## config.mk

```make
export PLATFORM = sky130hd
export DESIGN_NAME = sim_harness_ctrl
export DESIGN_NICKNAME = d
export VERILOG_FILES = /design/src/rtl/sim_harness_pkg.sv /design/src/rtl/sticky_verdict.sv /design/src/rtl/sim_harness_ctrl.sv
export SDC_FILE = /design/constraint.sdc
export NUM_CORES = 1
export LEC_CHECK = 0
export CELL_PAD_IN_SITES_DETAIL_PLACEMENT = 0
export CELL_PAD_IN_SITES_GLOBAL_PLACEMENT = 1
export CORE_ASPECT_RATIO = 1.1
export CORE_UTILIZATION = 36
export CTS_CLUSTER_DIAMETER = 60
export DETAILED_ROUTE_END_ITERATION = 7
export PLACE_DENSITY = 0.86
export SETUP_SLACK_MARGIN = 0.2
export SKIP_CTS_REPAIR_TIMING = 1
export SYNTH_ARGS = -nofsm -noshare
export SYNTH_HDL_FRONTEND = slang
export SYNTH_SLANG_ARGS = --single-unit
```

## constraint.sdc

```tcl
create_clock -name in_clk -period 4.1 [get_ports in_clk]
set_input_delay 0.41 -clock in_clk [delete_from_list [all_inputs] [get_ports in_clk]]
set_output_delay 0.41 -clock in_clk [all_outputs]
set_load 0.1 [all_outputs]
```

## src/rtl/sim_harness_pkg.sv

```systemverilog
// Shared state encoding and defaults for the simulation run controller.
// Pure declarations: no logic, no latency, no flow control.
package sim_harness_pkg;

   typedef enum logic [1:0] {
      ST_RESET_HOLD = 2'd0,
      ST_RUN        = 2'd1,
      ST_DONE       = 2'd2,
      ST_TIMEOUT    = 2'd3
   } state_t;

   localparam int DEF_TIMEOUT_CYCLES = 100000;

endpackage

```

## src/rtl/sticky_verdict.sv

```systemverilog
// Per-channel done/fail latch: first qualified done captures the verdict once.
// Registered outputs one cycle after capture; next-state values exposed combinationally; no backpressure.
module sticky_verdict (
   input  logic clk,
   input  logic rst,
   input  logic capture,
   input  logic done,
   input  logic pass,
   output logic done_q,
   output logic fail_q,
   output logic done_d,
   output logic fail_d
);

   always_comb begin
      done_d = done_q;
      fail_d = fail_q;
      if (capture && done && !done_q) begin
         done_d = 1'b1;
         fail_d = !pass;
      end
   end

   always_ff @(posedge clk) begin
      if (!rst) begin
         done_q <= 1'b0;
         fail_q <= 1'b0;
      end else begin
         done_q <= done_d;
         fail_q <= fail_d;
      end
   end

endmodule

```

## src/rtl/sim_harness_ctrl.sv

```systemverilog
// Run controller: DUT reset sequencing, RUN cycle counter with watchdog, per-channel verdict collection.
// All outputs registered (one edge after the deciding condition); status-only, no backpressure.
module sim_harness_ctrl
   import sim_harness_pkg::*;
#(
   parameter int N_CH           = 3,
   parameter int RST_CYCLES     = 1,
   parameter int TIMEOUT_CYCLES = DEF_TIMEOUT_CYCLES,
   parameter int CNT_W          = 32
) (
   input  logic              in_clk,
   input  logic              in_rst,
   input  logic [N_CH-1:0]   in_ch_en,
   input  logic [N_CH-1:0]   in_done,
   input  logic [N_CH-1:0]   in_pass,
   output logic              out_dut_rst,
   output logic [1:0]        out_state,
   output logic [CNT_W-1:0]  out_cycle,
   output logic [N_CH-1:0]   out_done_mask,
   output logic [N_CH-1:0]   out_fail_mask,
   output logic              out_finish,
   output logic              out_all_pass
);

   localparam logic [7:0]       HOLD_LAST = 8'(RST_CYCLES - 1);
   localparam logic [CNT_W-1:0] CYC_LAST  = CNT_W'(TIMEOUT_CYCLES - 1);

   state_t            state_q, state_d;
   logic [7:0]        hold_q, hold_d;
   logic [CNT_W-1:0]  cyc_q, cyc_d;
   logic [N_CH-1:0]   en_q;
   logic [N_CH-1:0]   done_q, done_d, fail_q, fail_d;
   logic              run;
   logic              all_done;

   assign run = (state_q == ST_RUN);

   for (genvar i = 0; i < N_CH; i++) begin : g_ch
      sticky_verdict u_verdict (
         .clk     (in_clk),
         .rst     (in_rst),
         .capture (run && en_q[i]),
         .done    (in_done[i]),
         .pass    (in_pass[i]),
         .done_q  (done_q[i]),
         .fail_q  (fail_q[i]),
         .done_d  (done_d[i]),
         .fail_d  (fail_d[i])
      );
   end

   // Bits latched this cycle count toward completion, so DONE wins over a coincident timeout.
   assign all_done = &(done_d | ~en_q);

   always_comb begin
      state_d = state_q;
      hold_d  = hold_q;
      cyc_d   = cyc_q;
      case (state_q)
         ST_RESET_HOLD: begin
            if (hold_q == HOLD_LAST) state_d = ST_RUN;
            else                     hold_d  = hold_q + 8'd1;
         end
         ST_RUN: begin
            if (all_done)                state_d = ST_DONE;
            else if (cyc_q == CYC_LAST)  state_d = ST_TIMEOUT;
            else                         cyc_d   = cyc_q + CNT_W'(1);
         end
         default: ;
      endcase
   end

   always_ff @(posedge in_clk) begin
      if (!in_rst) begin
         state_q      <= ST_RESET_HOLD;
         hold_q       <= 8'd0;
         cyc_q        <= '0;
         en_q         <= in_ch_en;
         out_dut_rst  <= 1'b1;
         out_finish   <= 1'b0;
         out_all_pass <= 1'b0;
      end else begin
         state_q      <= state_d;
         hold_q       <= hold_d;
         cyc_q        <= cyc_d;
         out_dut_rst  <= (state_d == ST_RESET_HOLD);
         out_finish   <= (state_d == ST_DONE) || (state_d == ST_TIMEOUT);
         out_all_pass <= (state_d == ST_DONE) && (fail_d == '0);
      end
   end

   assign out_state     = state_q;
   assign out_cycle     = cyc_q;
   assign out_done_mask = done_q;
   assign out_fail_mask = fail_q;

endmodule

```

==> results by group <==
Outcome
  – Run status: complete, no violations

Clock tree
  – Max clock buf depth: 2
  – CTS clk-pin slew, worst paths: ~0.09 ns
  – Worst-Skew Late Latency: 0.31 ns
  – TritonCTS clock tree: done
  – Root Driver: clkbuf_8
  – CTS buffer count: 5
  – CTS sink count: 54
  – Htree depth: 2

Final layout
  – Most frequent cells in the layout: clkdlybuf4s50_1, dfxtp_1, a21oi_1, nor2_1, nand2_1
  – Final design instance area without fill: 3170 µm²
  – Area grow syn2layout: 25.4%
  – Fraction of layout cells with a size suffix above 1: 0.0389
  – Commonest non-fill, non-tap cell in the layout: clkdlybuf4s50_1
  – Antenna cells: 0
  – Fill cell count: 668
  – Nets: 347

Setup path
  – Max stage delay cell, worst path: or4_4
  – CP Data Arrival Time: 3.01 ns
  – Worst path cell trace: nor2b_1 -> nand2_1 -> or4_4 -> or4_1 -> a21oi_1
  – CP max stage delay: 0.60 ns
  – WP data required: 4.34 ns
  – Worst Setup End Kind: flop
  – CP Launch Type: flop
  – Critical path type: reg2reg
  – R2R setup slack: 1.33 ns
  – Worst-path fanout max: 14

Power
  – Power Density: roughly 430 nW/µm²
  – Worst VDD drop: around 0.3 mV
  – Total power: 1370 µW
  – Lkg Pwr: between 0.0009 and 0.001 µW

Synthesis
  – Area contributors post-synth: dfxtp_1, a21oi_1, xnor2_1, or3_1, edfxtp_1
  – Cells after Synth: 292
  – Mapped Nets: 306
  – FF+latch count, synth: 54
  – Post-synth EDFFs: 3
  – Ys flop type: dfxtp_1
  – Post-synth top area cell: dfxtp_1
  – Syn_area_per_cell: 8.65 µm²
  – Synth cell types: 41
  – Seq/Total Area, Yosys: 0.440
  – FFs w/ async S/R, synth: 0
  – Post-synth top area share: 0.404
  – Cell area after synthesis: approximately 2500 µm²
  – Yosys Warn Count: 0

Timing
  – Worst-Margin Slew: 0.991 ns
  – Max Slew Vio Count: 0
  – RSZ-0062 raised after global routing: false
  – Min Hold Slack: between 0.5 and 0.6 ns
  – Final hold viol count: 0
  – Min Tclk post-route: ~2.8 ns
  – FMAX: 360 MHz
  – Worst slew margin: 0.337
  – Tcrit/Tclk final: 0.677
  – Final Skew: between 0.004 and 0.005 ns
  – Setup violations, final: 0
  – PnR worst setup slack: 1.33 ns
  – Setup TNS Final: 0 ns

Floorplanning
  – Die Span X: 81.9 µm
  – DIE HEIGHT: ~90 µm
  – Num ports: 54
  – Die area: 7360 µm²
  – Cell row count: 31
  – Initial core utilization: 0.379
  – Core Area: 6670 µm²

Drt
  – Vias post-DR: 2,276
  – # DRC: 0
  – Final ANT Viol Nets: 0
  – DR iter-0 viols: roughly 130
  – First-pass detailed-route iteration total: 4
  – Vias per cell: 5.47
  – Routed len/inst: 14.4 µm
  – Drt total wl: 5.99 mm

Placement
  – Area post-placement: 3060 µm²
  – HPWL reported at the end of detailed placement: 4.11 mm
  – Pre-CTS WS: 1.36 ns
  – Gp weighted congestion: 0.747
  – Port Buffers: 53

Global routing
  – GRT Total Usage: 0.168
  – Number of global-route vias before repair: 2,102
  – Largest net degree at the start of global routing: 48
  – First-pass GRT wire length: 9.78 mm
  – Antenna violations before repair: 0
  – GR Overflow Total: 0

Job
  – Number of max-cap violations: 0

Min path
  – Worst Hold Class: reg2reg
==> synth_stat cells, types with 2 or more instances <==
library cell,n
clkbuf_1,11
nor4_1,12
nor4b_1,5
and4_1,5
a21oi_1,26
xor2_1,6
xnor2_1,11
o31ai_1,7
or4_4,2
buf_4,6
inv_1,10
dfxtp_1,51
nand2_1,19
or4_1,5
o21ai_0,16
ha_1,3
and2_1,2
nor2b_1,5
buf_2,2
nand4_1,10
nor3_1,2
nand3_1,14
o21a_1,2
nor2_1,23
nand3b_1,4
mux2i_1,2
or3_1,15
edfxtp_1,3
==> through the flow <==
step                      utilization  std cells
after detailed placement        0.459        408
final                           0.475        416
after global placement          0.459        408
after floorplan                     -        292
after CTS                       0.475        416
after global routing            0.475        416
==> sequential cells by signal, summed over array words and instances (netlist names) <==
name,count
out_dut_rst,1
hold_q,8
en_q,3
g_ch.u_verdict.fail_q,3
g_ch.u_verdict.done_q,3
out_cycle,32
out_finish,1
out_state,2
out_all_pass,1
==> metal layers <==
layer / vias up / wire, µm / GRT usage
met4: 0 / 60 / 0.0497
met1: 1081 / 2810 / 0.210
met3: 6 / 298 / 0.0396
li1: 1137 / - / -
met5: - / 0 / 0
met2: 52 / 2820 / 0.279
==> cell families (layout without fill, tap and decap cells) <==
logic type | after synthesis | after routing | synth area share
fa+ha+maj | 3 | 3 | 0.0149
buf+inv | 31 | 73 | 0.0589
simple gates | 130 | 130 | 0.297
mux | 2 | 2 | 0.00793
compound gates | 55 | 55 | 0.123
flops | 54 | 54 | 0.440
xor+xnor | 17 | 17 | 0.0589
==> power by group <==
group | switching, µW | internal, µW | leakage (µW)
combinational | 294 | 109 | 0.000477
sequential | 43.3 | 564 | 0.000442
clock | 175 | 180 | 0.0000579
==> worst paths after layout <==
check	from	cells after the start	to
max	out_state[0]	5	out_cycle[28]
min	g_ch[2].u_verdict.done_q	2	g_ch[2].u_verdict.done_q
max reg2reg	out_state[0]	5	out_cycle[28]
min reg2reg	g_ch[2].u_verdict.done_q	2	g_ch[2].u_verdict.done_q
==> final cells by class <==
cell class	count	area, µm²	area share
Clock inverter	3	40.0	0.0126
Timing Repair Buffer	54	538	0.170
Tap cell	82	103	0.0324
Sequential cell	54	1110	0.351
Clock buffer	5	68.8	0.0217
Inverter	11	41.3	0.0130
Multi-Input combinational cell	207	1270	0.400
==> critical path: cells and delay by family, from the launching register on <==
family | cells | cell delay (ns)
AO/OA/AOI/OAI | 1 | 0.14
flip-flops | 1 | 0.55
AND/OR/NAND/NOR | 4 | 2.02
Note: power is estimated with default switching activity, not from simulation.
